$ cat src/rtl/rv32i_pkg.sv
// Shared RV32I front-end definitions: reset vector, NOP encoding, fetch FSM
// states, immediate-type encodings used by decode, and the fetch queue entry.
// FETCH_MISALIGN_TRAP_EN adds a misalignment flag to each queue entry.
package rv32i_pkg;

    localparam logic [31:0] RESET_VECTOR = 32'h0000_0000;
    localparam logic [31:0] NOP_INSTR    = 32'h0000_0013;

    typedef enum logic [1:0] {
        BOOT  = 2'd0,
        FETCH = 2'd1,
        FLUSH = 2'd2
    } fetch_state_t;

    typedef enum logic [2:0] {
        IMM_I = 3'b000,
        IMM_S = 3'b001,
        IMM_B = 3'b010,
        IMM_U = 3'b011,
        IMM_J = 3'b100
    } imm_type_t;

    typedef struct packed {
`ifdef FETCH_MISALIGN_TRAP_EN
        logic        misalign;
`endif
        logic [31:0] pc;
        logic [31:0] instr;
    } fq_entry_t;

    // Immediate format selected by the major opcode; everything else is I-type.
    function automatic imm_type_t imm_type_of(input logic [6:0] opcode);
        imm_type_t t;
        case (opcode)
            7'b0100011:             t = IMM_S;
            7'b1100011:             t = IMM_B;
            7'b0110111, 7'b0010111: t = IMM_U;
            7'b1101111:             t = IMM_J;
            default:                t = IMM_I;
        endcase
        return t;
    endfunction

endpackage

$ cat src/rtl/fetch_unit_rv32i_if.sv
// Bus bundle between the fetch unit, instruction memory, execute (redirect)
// and decode. master = fetch unit side, slave = surrounding pipeline/memory.
// FETCH_MISALIGN_TRAP_EN adds instr_misalign.
interface fetch_unit_rv32i_if #(
    parameter int FQ_DEPTH = 2
);
    localparam int CNT_W = $clog2(FQ_DEPTH) + 1;

    logic             imem_req_valid;
    logic             imem_req_ready;
    logic [31:0]      imem_addr;
    logic             imem_rsp_valid;
    logic [31:0]      imem_rsp_data;
    logic             redirect_valid;
    logic [31:0]      redirect_pc;
    logic             instr_valid;
    logic             instr_ready;
    logic [31:0]      instr;
    logic [31:0]      instr_pc;
    logic [24:0]      trimmed_instr;
    logic [CNT_W-1:0] fq_count;
`ifdef FETCH_MISALIGN_TRAP_EN
    logic             instr_misalign;
`endif

    modport master (
`ifdef FETCH_MISALIGN_TRAP_EN
        output instr_misalign,
`endif
        output imem_req_valid, imem_addr, instr_valid, instr, instr_pc,
               trimmed_instr, fq_count,
        input  imem_req_ready, imem_rsp_valid, imem_rsp_data,
               redirect_valid, redirect_pc, instr_ready
    );

    modport slave (
`ifdef FETCH_MISALIGN_TRAP_EN
        input  instr_misalign,
`endif
        input  imem_req_valid, imem_addr, instr_valid, instr, instr_pc,
               trimmed_instr, fq_count,
        output imem_req_ready, imem_rsp_valid, imem_rsp_data,
               redirect_valid, redirect_pc, instr_ready
    );

endinterface

$ cat src/rtl/fetch_queue_rv32i.sv
// In-order {pc, instr} queue between fetch and decode with push, pop and a
// clear that may coincide with a push (the pushed entry survives the clear).
module fetch_queue_rv32i
    import rv32i_pkg::*;
#(
    parameter int DEPTH = 2
) (
    input  logic                     clk,
    input  logic                     rst_n,
    input  logic                     i_push,
    input  logic                     i_pop,
    input  logic                     i_clear,
    input  fq_entry_t                i_data,
    output fq_entry_t                o_head,
    output logic                     o_empty,
    output logic [$clog2(DEPTH):0]   o_count
);
    localparam int PTR_W = $clog2(DEPTH);
    localparam int CNT_W = PTR_W + 1;

    fq_entry_t        r_mem [DEPTH];
    logic [PTR_W-1:0] r_wr;
    logic [PTR_W-1:0] r_rd;
    logic [CNT_W-1:0] r_cnt;
    logic [PTR_W-1:0] w_wr_idx;
    logic             w_full;

    assign w_wr_idx = i_clear ? '0 : r_wr;
    assign w_full   = (r_cnt == CNT_W'(DEPTH));
    assign o_empty  = (r_cnt == '0);
    assign o_count  = r_cnt;
    assign o_head   = o_empty ? '0 : r_mem[r_rd];

    // Pointer and occupancy bookkeeping; a clear restarts the queue at slot 0.
    always_ff @(posedge clk) begin
        if (!rst_n) begin
            r_wr  <= '0;
            r_rd  <= '0;
            r_cnt <= '0;
        end else if (i_clear) begin
            r_rd  <= '0;
            r_wr  <= i_push ? PTR_W'(1) : '0;
            r_cnt <= i_push ? CNT_W'(1) : '0;
        end else begin
            if (i_push) r_wr <= r_wr + 1'b1;
            if (i_pop)  r_rd <= r_rd + 1'b1;
            case ({i_push, i_pop})
                2'b10:   r_cnt <= r_cnt + 1'b1;
                2'b01:   r_cnt <= r_cnt - 1'b1;
                default: r_cnt <= r_cnt;
            endcase
        end
    end

    // Entry storage, written only on push; contents are don't-care when empty.
    always_ff @(posedge clk) begin
        if (i_push) r_mem[w_wr_idx] <= i_data;
    end

    // Upstream credit accounting makes a push into a full, non-draining queue impossible.
    a_no_overflow : assert property (@(posedge clk) disable iff (!rst_n)
        !(i_push && !i_pop && !i_clear && w_full));

endmodule

$ cat src/rtl/fetch_unit_rv32i.sv
// RV32I fetch stage: owns the PC, issues word requests under a credit limit
// of FQ_DEPTH (queued + outstanding), buffers responses in fetch_queue_rv32i
// and hands them to decode. Redirects flush the queue and drop stale
// in-flight responses (FLUSH state until they have all returned).
// Optional macro FETCH_MISALIGN_TRAP_EN: a misaligned redirect target
// enqueues a flagged NOP and halts fetch until the next redirect; without it
// redirect targets are forced to word alignment.
module fetch_unit_rv32i
    import rv32i_pkg::*;
#(
    parameter logic [31:0] RESET_PC = RESET_VECTOR,
    parameter int          FQ_DEPTH = 2
) (
    input  logic               clk,
    input  logic               rst_n,
    fetch_unit_rv32i_if.master bus
);
    localparam int              CNT_W   = $clog2(FQ_DEPTH) + 1;
    localparam logic [CNT_W:0]  DEPTH_L = (CNT_W + 1)'(FQ_DEPTH);

    fetch_state_t     r_state;
    fetch_state_t     w_state_nxt;
    logic [31:0]      r_pc;
    logic [31:0]      r_rsp_pc;
    logic [CNT_W-1:0] r_out;
    logic [CNT_W-1:0] r_drop;
    logic [CNT_W-1:0] w_out_after;
    logic [CNT_W-1:0] w_drop_nxt;
    logic [CNT_W-1:0] w_fq_count;
    logic [31:0]      w_redir_pc;
    logic             w_redirect;
    logic             w_misalign;
    logic             w_halt;
    logic             w_rsp;
    logic             w_credit;
    logic             w_req_valid;
    logic             w_req_fire;
    logic             w_push;
    logic             w_pop;
    logic             w_empty;
    fq_entry_t        w_push_data;
    fq_entry_t        w_head;

    assign w_redirect = bus.redirect_valid;
    assign w_rsp      = bus.imem_rsp_valid;

`ifdef FETCH_MISALIGN_TRAP_EN
    logic r_halt;

    assign w_redir_pc = bus.redirect_pc;
    assign w_misalign = |bus.redirect_pc[1:0];
    assign w_halt     = r_halt;

    // Halt latch: set by a misaligned redirect, released by an aligned one.
    always_ff @(posedge clk) begin
        if (!rst_n)          r_halt <= 1'b0;
        else if (w_redirect) r_halt <= w_misalign;
    end
`else
    assign w_redir_pc = bus.redirect_pc & 32'hFFFF_FFFC;
    assign w_misalign = 1'b0;
    assign w_halt     = 1'b0;
`endif

    // Outstanding count once this cycle's response (if any) has retired.
    assign w_out_after = r_out - CNT_W'(w_rsp);
    assign w_credit    = ({1'b0, w_fq_count} + {1'b0, r_out}) < DEPTH_L;
    assign w_req_valid = (r_state == FETCH) && !w_redirect && w_credit && !w_halt;
    assign w_req_fire  = w_req_valid && bus.imem_req_ready;

    assign w_push = (w_rsp && (r_drop == '0) && !w_redirect) || (w_redirect && w_misalign);
    assign w_pop  = bus.instr_valid && bus.instr_ready;

    // Queue entry: the trap NOP on a misaligned redirect, otherwise the response word.
    always_comb begin
        w_push_data       = '0;
        w_push_data.pc    = r_rsp_pc;
        w_push_data.instr = bus.imem_rsp_data;
`ifdef FETCH_MISALIGN_TRAP_EN
        if (w_redirect) begin
            w_push_data.pc       = bus.redirect_pc;
            w_push_data.instr    = NOP_INSTR;
            w_push_data.misalign = 1'b1;
        end
`endif
    end

    // Drop counter: every request still in flight at a redirect is stale.
    always_comb begin
        w_drop_nxt = r_drop;
        if (w_redirect)                      w_drop_nxt = w_out_after;
        else if (w_rsp && (r_drop != '0))    w_drop_nxt = r_drop - 1'b1;
    end

    // Next-state logic of the fetch FSM.
    always_comb begin
        w_state_nxt = r_state;
        case (r_state)
            BOOT:    w_state_nxt = FETCH;
            FETCH:   if (w_redirect && (w_out_after != '0)) w_state_nxt = FLUSH;
            FLUSH:   if (w_drop_nxt == '0) w_state_nxt = FETCH;
            default: w_state_nxt = BOOT;
        endcase
    end

    // State, PC, response-PC tag, outstanding and drop counters.
    always_ff @(posedge clk) begin
        if (!rst_n) begin
            r_state  <= BOOT;
            r_pc     <= RESET_PC;
            r_rsp_pc <= RESET_PC;
            r_out    <= '0;
            r_drop   <= '0;
        end else begin
            r_state <= w_state_nxt;
            r_out   <= w_out_after + CNT_W'(w_req_fire);
            r_drop  <= w_drop_nxt;
            if (w_redirect) begin
                r_pc     <= w_redir_pc;
                r_rsp_pc <= w_redir_pc;
            end else begin
                if (w_req_fire) r_pc <= r_pc + 32'd4;
                if (w_push)     r_rsp_pc <= r_rsp_pc + 32'd4;
            end
        end
    end

    fetch_queue_rv32i #(
        .DEPTH (FQ_DEPTH)
    ) u_fq (
        .clk     (clk),
        .rst_n   (rst_n),
        .i_push  (w_push),
        .i_pop   (w_pop),
        .i_clear (w_redirect),
        .i_data  (w_push_data),
        .o_head  (w_head),
        .o_empty (w_empty),
        .o_count (w_fq_count)
    );

    assign bus.imem_req_valid = w_req_valid;
    assign bus.imem_addr      = r_pc;
    assign bus.instr_valid    = !w_empty && !w_redirect;
    assign bus.instr          = w_head.instr;
    assign bus.instr_pc       = w_head.pc;
    assign bus.trimmed_instr  = w_head.instr[31:7];
    assign bus.fq_count       = w_fq_count;
`ifdef FETCH_MISALIGN_TRAP_EN
    assign bus.instr_misalign = w_head.misalign;
`endif

endmodule

$ cat src/flat_wrapper.sv
// flat-port wrapper written by rule: the top's interface ports become plain ports
module fetch_unit_rv32i_flat import rv32i_pkg::*;
#(
    parameter logic [31:0] RESET_PC = RESET_VECTOR,
    parameter int          FQ_DEPTH = 2
)
  (clk, rst_n, bus_imem_req_valid, bus_imem_addr, bus_instr_valid, bus_instr, bus_instr_pc, bus_trimmed_instr, bus_fq_count, bus_imem_req_ready, bus_imem_rsp_valid, bus_imem_rsp_data, bus_redirect_valid, bus_redirect_pc, bus_instr_ready);
  fetch_unit_rv32i_if #(.FQ_DEPTH(FQ_DEPTH)) bus_i ();
  input  logic clk;
  input  logic rst_n;
  output wire logic [$bits(bus_i.imem_req_valid)-1:0] bus_imem_req_valid;
  output wire logic [$bits(bus_i.imem_addr)-1:0] bus_imem_addr;
  output wire logic [$bits(bus_i.instr_valid)-1:0] bus_instr_valid;
  output wire logic [$bits(bus_i.instr)-1:0] bus_instr;
  output wire logic [$bits(bus_i.instr_pc)-1:0] bus_instr_pc;
  output wire logic [$bits(bus_i.trimmed_instr)-1:0] bus_trimmed_instr;
  output wire logic [$bits(bus_i.fq_count)-1:0] bus_fq_count;
  input wire logic [$bits(bus_i.imem_req_ready)-1:0] bus_imem_req_ready;
  input wire logic [$bits(bus_i.imem_rsp_valid)-1:0] bus_imem_rsp_valid;
  input wire logic [$bits(bus_i.imem_rsp_data)-1:0] bus_imem_rsp_data;
  input wire logic [$bits(bus_i.redirect_valid)-1:0] bus_redirect_valid;
  input wire logic [$bits(bus_i.redirect_pc)-1:0] bus_redirect_pc;
  input wire logic [$bits(bus_i.instr_ready)-1:0] bus_instr_ready;
  assign bus_imem_req_valid = bus_i.imem_req_valid;
  assign bus_imem_addr = bus_i.imem_addr;
  assign bus_instr_valid = bus_i.instr_valid;
  assign bus_instr = bus_i.instr;
  assign bus_instr_pc = bus_i.instr_pc;
  assign bus_trimmed_instr = bus_i.trimmed_instr;
  assign bus_fq_count = bus_i.fq_count;
  assign bus_i.imem_req_ready = bus_imem_req_ready;
  assign bus_i.imem_rsp_valid = bus_imem_rsp_valid;
  assign bus_i.imem_rsp_data = bus_imem_rsp_data;
  assign bus_i.redirect_valid = bus_redirect_valid;
  assign bus_i.redirect_pc = bus_redirect_pc;
  assign bus_i.instr_ready = bus_instr_ready;
  fetch_unit_rv32i #(.RESET_PC(RESET_PC), .FQ_DEPTH(FQ_DEPTH)) u_core (.clk(clk), .rst_n(rst_n), .bus(bus_i));
endmodule
$ cat config.mk
export PLATFORM = sky130hd
export DESIGN_NAME = fetch_unit_rv32i_flat
export DESIGN_NICKNAME = d
export VERILOG_FILES = /design/src/rtl/rv32i_pkg.sv /design/src/rtl/fetch_unit_rv32i_if.sv /design/src/rtl/fetch_queue_rv32i.sv /design/src/rtl/fetch_unit_rv32i.sv /design/src/flat_wrapper.sv
export SDC_FILE = /design/constraint.sdc
export NUM_CORES = 1
export LEC_CHECK = 0
export BUFFER_PORTS_ARGS = -buffer_cell sky130_fd_sc_hd__clkbuf_2
export CAP_MARGIN = 20
export CORE_AREA = 2 2 190 192
export DETAILED_ROUTE_END_ITERATION = 8
export DIE_AREA = 0 0 192 194
export PLACE_DENSITY = 0.51
export SLEW_MARGIN = 20
export SYNTH_ARGS = -nofsm -noshare
export SYNTH_HDL_FRONTEND = slang
export SYNTH_SLANG_ARGS = --single-unit
$ cat constraint.sdc
create_clock -name clk -period 7.7 [get_ports clk]
set_input_delay 0.77 -clock clk [delete_from_list [all_inputs] [get_ports clk]]
set_output_delay 0.77 -clock clk [all_outputs]
set_load 0.02 [all_outputs]
# --- Word level (Yosys, flattened, before mapping) ---
# Memory sizes are Yosys's and may differ from the RTL's. A register that Yosys moved wholly into a read port is not among the register bits.
# Index checks and enable logic that the tools add are counted.
op_classes:
  n_lt_le_gt_ge: 1
  n_addsub: 10
  n_reduce_logical: 22
  n_mux: 20
  bitwise_logic: 1
  n_eq_ne: 6
op_table:
  columns: ["op", "count"]
  rows:
  - ["$mux 32", 4]
  - ["$add 32x3->32 const B", 2]
  - ["$mux 64", 1]
  - ["$mux 2", 5]
  - ["$logic_and 1x1->1", 9]
  - ["$logic_not 2->1", 4]
  - ["$mux 1", 8]
  - ["$reduce_bool 2->1", 4]
  - ["$pmux 2 s3", 1]
  - ["$eq 2x1->1 const B", 2]
  - ["$eq 2x2->1 const B", 2]
  - ["$pmux 2 s2", 1]
  - ["$sub 2x1->2 const B", 2]
  - ["$add 2x2->3", 1]
  - ["$lt 3x2->1 const B", 1]
  - ["$reduce_bool 3->1", 1]
  - ["$add 1x1->1 const B", 2]
  - ["$add 2x1->2", 1]
  - ["$add 2x1->2 const B", 1]
  - ["$logic_not 1->1", 2]
  - ["$ne 2x1->1 const B", 1]
  - ["$ne 2x2->1 const B", 1]
  - ["$reduce_and 2->1", 1]
  - ["$reduce_or 2->1", 1]
  - ["other kinds (2)", 2]
totals:
  memories: 1
  ram_bits: 128
  wordCells: 71
  register_bits: 74
memory_table:
  columns: ["name", "depth", "word_bits", "read_ports", "rd_ports_with_merged_regs", "wr", "line_no", "rtl"]
  rows:
  - ["u_core.u_fq.r_mem", 2, 64, 1, 1, 1, "fetch_queue_rv32i.sv:21", "fq_entry_t r_mem [DEPTH];"]

# --- Logic depth before layout (Yosys ltp) ---
depth:
  ltp_word: 7
  mapped_depth: 10
  mapped_depth_nobuf: 9

# --- Hierarchy ---
# From an unflattened synthesis, not the netlist that was laid out.
unflattened:
  cells_unflattened: 763
  hier_area_um2: 8824.7
by_module_without_submodules:
  columns: ["mod", "seq_area_each_um2", "n_inst", "area_per_inst_um2", "cells_per_inst"]
  rows:
  - ["fetch_queue_rv32i", 3943.8, 1, 5037.3, 294]
  - ["fetch_unit_rv32i", 1321.3, 1, 3787.4, 469]

# --- Least setup slack after synthesis ---
# OpenSTA, ideal clock, no wires.
synth_timing:
  path_kind: "input to register"
  startpoint: "input bus_redirect_valid"
  endpoint: "memory u_core.u_fq.r_mem[0][0] in the netlist's numbering, enable pin"
  required_time_ps: 7142
  arrival_ps: 5625
  path_slack_ps: 1517
  cell_stages: 4
  path_cell_list: "clkbuf_1 -> clkbuf_1 -> clkbuf_1 -> nor3_1"
synth_between:
  elab_chain_cells: 4
  elab_cells_between_ends: 5
  cone_classes: "mux: 3; reduce/logical: 2"
synth_rtl:
  columns: ["item", "line_no", "rtl"]
  rows:
  - ["start: declaration", "flat_wrapper.sv:21", "input wire logic [$bits(bus_i.redirect_valid)-1:0] bus_redirect_valid;"]
  - ["$logic_not 1->1", "fetch_unit_rv32i.sv:71", "assign w_push = (w_rsp && (r_drop == '0) && !w_redirect) || (w_redirect && w_misalign);"]
  - ["$logic_and 1x1->1", "fetch_unit_rv32i.sv:71", null]
  - ["$mux 1", "fetch_queue_rv32i.sv:57", "if (i_push) r_mem[w_wr_idx] <= i_data;"]
  - ["$mux 1 (implied by the code)", "fetch_queue_rv32i.sv:57", null]
  - ["end: declaration", "fetch_queue_rv32i.sv:21", null]
# Parallel ways exist; a longest one is shown, timed or not.

# --- Final worst setup path ---
layout_timing:
  startpoint: "register u_core.u_fq.r_cnt[0], in the netlist u_core.u_fq.o_count[0]"
  endpoint: "output bus_imem_req_valid"
layout_between:
  elab_chain_cells: 3
layout_rtl:
  columns: ["item", "line_no", "rtl"]
  rows:
  - ["start: declaration", "fetch_queue_rv32i.sv:24", "logic [CNT_W-1:0] r_cnt;"]
  - ["start signal: assignment", "fetch_queue_rv32i.sv:43", "r_cnt <= i_push ? CNT_W'(1) : '0;"]
  - ["start signal: assignment", "fetch_queue_rv32i.sv:48", "2'b10: r_cnt <= r_cnt + 1'b1;"]
  - ["start signal: assignment", "fetch_queue_rv32i.sv:49", "2'b01: r_cnt <= r_cnt - 1'b1;"]
  - ["$add 2x2->3", "fetch_unit_rv32i.sv:67", "assign w_credit = ({1'b0, w_fq_count} + {1'b0, r_out}) < DEPTH_L;"]
  - ["$lt 3x2->1", "fetch_unit_rv32i.sv:67", null]
  - ["$logic_and 1x1->1", "fetch_unit_rv32i.sv:68", "assign w_req_valid = (r_state == FETCH) && !w_redirect && w_credit && !w_halt;"]
  - ["end: declaration", "flat_wrapper.sv:11", "output wire logic [$bits(bus_i.imem_req_valid)-1:0] bus_imem_req_valid;"]
# No other way between the ends.

==> flow_summary.toml <==
[layout]
finalNonFillerCells = 1387
fill_cells = 3694
fin_nets = 989
post-route-util_pct = 29.9
diodes = 0
synthToLayoutAreaGrowth_pct = 21.6
drive_gt1_share_pct = 25.8

[worst_setup_path]
crit_top_cell = "nor2_1"
cp.depth = 6
cp-start-kind = "flop"
critPathTopFamily = "simple AND/OR/NAND/NOR gates"
critPathArrivalTime_ns = 2.67
required_ns = 6.93
crit_buf_inv = 2
max_stage_delay_ns = 0.71
cp_max_fo = 5
crit_type = "reg -> out"
crit_slowest_cell = "or4b_2"
endpoint_kind = "primary output"
crit_chain = "inv_1 -> nor2_1 -> fa_1 -> or4b_2 -> nor2_1 -> clkbuf_2"
reg2regPathDepth = 8

[place]
place.gp.congestion = 0.810
port_buffers = 188
placedCellCount = 1355
dp_hpwl_mm = 15.0

[global_routing]
grt.overflow.total = 0
met1_usage_pct = 17.3
use_met2_pct = 17.3
grt_max_degree = 80
grtUsageTotal_pct = 12.0
grt_pass1_wl_mm = 33.8
grt_pass1_vias = 5833
top_usage_layer = "met2"
antenna_found_initial = 0
gr-usage-met3_pct = 3.86

[min_path]
min_path_type = "reg -> reg"
hold_depth = 0

[job]
maxCapViolCount = 0

[clock_network]
cts_tree = "done"
cts-buffers-inserted = 17
post_cts_buffers = 0
post_cts_resized = 0
cts_root_buffer = "clkbuf_16"
cts.sinks = 195
ctsHtreeMaxLevel = 4
clk_pin_slew_worst_paths_ns = 0.08
clk_latency_ns = 0.44
postCtsHoldBufs = 0
clk_path_buf_depth = 2

[route]
vias_per_cell = 4.48
post_drt_wl_per_cell_um = 16.1
drcViolationCount = 0
ant_nets = 0
vias = 6219
drt_iter0_drc = 330
drt-total-wl_mm = 22.4
drt_first_pass_iters = 4

[floorplan]
ios = 195
rows = 69
coreArea_mm2 = 0.0352
die_x_um = 192
die_h_um = 194
die_area_mm2 = 0.0372
start_util_pct = 24.6

[timing]
final-max-slew-violation-count = 0
period_share_pct = 44.7
grt_setup_unrepaired = "no"
finalHoldViolCount = 0
clock_skew_ns = 0.0128
relSlewSlack_pct = 34.9
worstMarginPinSlew_ns = 0.974
final.setup.tns_ns = 0
finalCriticalPeriod_ns = 3.44
setup_viol = 0
timing.fmax_mhz = 290
hold_ws_ns = 0.497

[outcome]
status = "finished, final reports clean"

[power_and_ir_drop]
pwr-share-comb_pct = 10.6
p_int_w = 0.00179
power.leakage_nw = 3.73
ir_drop_mv = 0.152
seqPwrFrac_pct = 50.3
p_switching_w = 0.000633
p_sw_share_pct = 26.2
p_total_w = 0.00242
power.share.clock_pct = 39.1
cellPowerDensity_mw_per_mm2 = 230

[synthesis]
synth_edf_count = 124
syn_area_mm2 = 0.00865
synth_cells = 764
yosys-top-cells-area = "edfxtp_1, dfxtp_1, mux2i_1, nor2_1, xnor2_1"
synth-seq-cells = 195
synth_commonest_cells = "edfxtp_1, nor2_1, dfxtp_1, mux2i_1, a21oi_1"
syn_avg_cell_area_um2 = 11.3
netlist-cell-type-count = 49
synth.yosys.seq_area_share_pct = 59.5
post-synth-top-count-cell = "edfxtp_1"
netlist.area_leader.share_pct = 43.0
ys_warn_count = 0
synth_ff_type = "edfxtp_1"
yosysTopAreaCell = "edfxtp_1"
async_flop_share_pct = 0
==> power by group through the flow <==
stage | clock network, W | registers, W | logic, W
final | 0.000945 | 0.00122 | 0.000258
after CTS | 0.000978 | 0.00122 | 0.000262
after global routing | 0.00102 | 0.00122 | 0.000286
after detailed placement | 0 | 0.00124 | 0.000261
after floorplan | 0 | 0.00124 | 0.000166
after global placement | 0 | 0.00124 | 0.000259
==> layer usage <==
metal	routed length (µm)	part of all wire (%)	vias up
li1	-	-	3042
met2	9370	42	238
met1	11200	50	2925
met4	153	0.68	0
met3	1630	7.3	14
met5	0	0	-
==> flip-flops by register name, summed over array words and instances (netlist names), named ones only <==
name	cells
u_core.r_rsp_pc	30
u_core.r_state	2
u_core.u_fq.r_mem	124
u_core.u_fq.r_rd	1
u_core.bus.imem_addr	30
u_core.u_fq.r_wr	1
u_core.r_drop	2
u_core.u_fq.o_count	2
u_core.r_out	2
==> per-stage QoR <==
stage / setup slack [ns] / area, µm²
floorplan: 1.52 / 8660
global placement: 4.40 / 9890
detailed placement: 4.35 / 9890
CTS: 4.23 / 10500
global route: 4.05 / 10500
finish: 4.26 / 10500
==> layout make-up <==
| class | instances | area, µm² | area share (%) |
|---|---|---|---|
| Multi-Input combinational cell | 486 | 3100 | 29.5 |
| Sequential cell | 195 | 5150 | 49.0 |
| Inverter | 18 | 67.6 | 0.642 |
| Tap cell | 461 | 577 | 5.48 |
| Timing Repair Buffer | 195 | 993 | 9.45 |
| Clock inverter | 13 | 193 | 1.83 |
| Clock buffer | 19 | 433 | 4.12 |
==> path summary, 6_finish.rpt <==
check                                                          from                                    end  slack (ns)
worst min register to register     u_core.r_rsp_pc[31]$_SDFFE_PN0P_     u_core.u_fq.r_mem[1][63]$_DFFE_PP_        0.50
worst min-delay path               u_core.r_rsp_pc[31]$_SDFFE_PN0P_     u_core.u_fq.r_mem[1][63]$_DFFE_PP_        0.50
worst max-delay path            u_core.u_fq.o_count[0]$_SDFFE_PN0P_                     bus_imem_req_valid        4.26
worst max register to register  u_core.u_fq.o_count[0]$_SDFFE_PN0P_  u_core.bus.imem_addr[31]$_SDFFE_PN0P_        4.34
==> layout by cell type (no fill, tap or decap), types with 3 or more instances in the layout <==
| cell type | netlist | final |
|---|---|---|
| and2_1 | 6 | 6 |
| clkbuf_16 | 0 | 17 |
| nand3_1 | 22 | 22 |
| clkinv_4 | 0 | 4 |
| inv_8 | 0 | 3 |
| a31oi_1 | 8 | 8 |
| mux2_2 | 3 | 3 |
| xor2_1 | 18 | 18 |
| o22ai_1 | 3 | 3 |
| edfxtp_1 | 124 | 124 |
| dfxtp_1 | 71 | 70 |
| inv_1 | 17 | 17 |
| and4_1 | 8 | 8 |
| o31a_1 | 3 | 3 |
| o21ai_0 | 34 | 34 |
| mux2i_1 | 63 | 63 |
| and3_1 | 9 | 8 |
| nor3_1 | 15 | 13 |
| conb_1 | 1 | 4 |
| nand4_1 | 23 | 23 |
| clkbuf_2 | 0 | 188 |
| xnor2_1 | 33 | 33 |
| a21oi_1 | 48 | 48 |
| nand3b_1 | 3 | 3 |
| bufinv_16 | 0 | 3 |
| buf_4 | 29 | 7 |
| nand2_1 | 46 | 46 |
| o311ai_0 | 3 | 3 |
| or4_1 | 5 | 5 |
| nor4_1 | 7 | 7 |
| o211ai_1 | 7 | 7 |
| nor2_1 | 84 | 83 |
| ha_1 | 5 | 5 |
| or3_1 | 4 | 4 |
==> kinds of logic (layout without fill, tap and decap cells) <==
family | after synthesis | count (layout) | synth area share (%)
flip-flops | 195 | 195 | 59.5
other | 1 | 4 | 0.0433
buffers and inverters | 86 | 245 | 4.99
XOR/XNOR | 51 | 51 | 5.16
AO/OA/AOI/OAI | 119 | 119 | 7.95
multiplexers | 66 | 66 | 7.68
adder cells (fa/ha/maj) | 6 | 6 | 0.955
AND/OR/NAND/NOR | 240 | 240 | 13.7
Power figures use the tool's default switching activity.
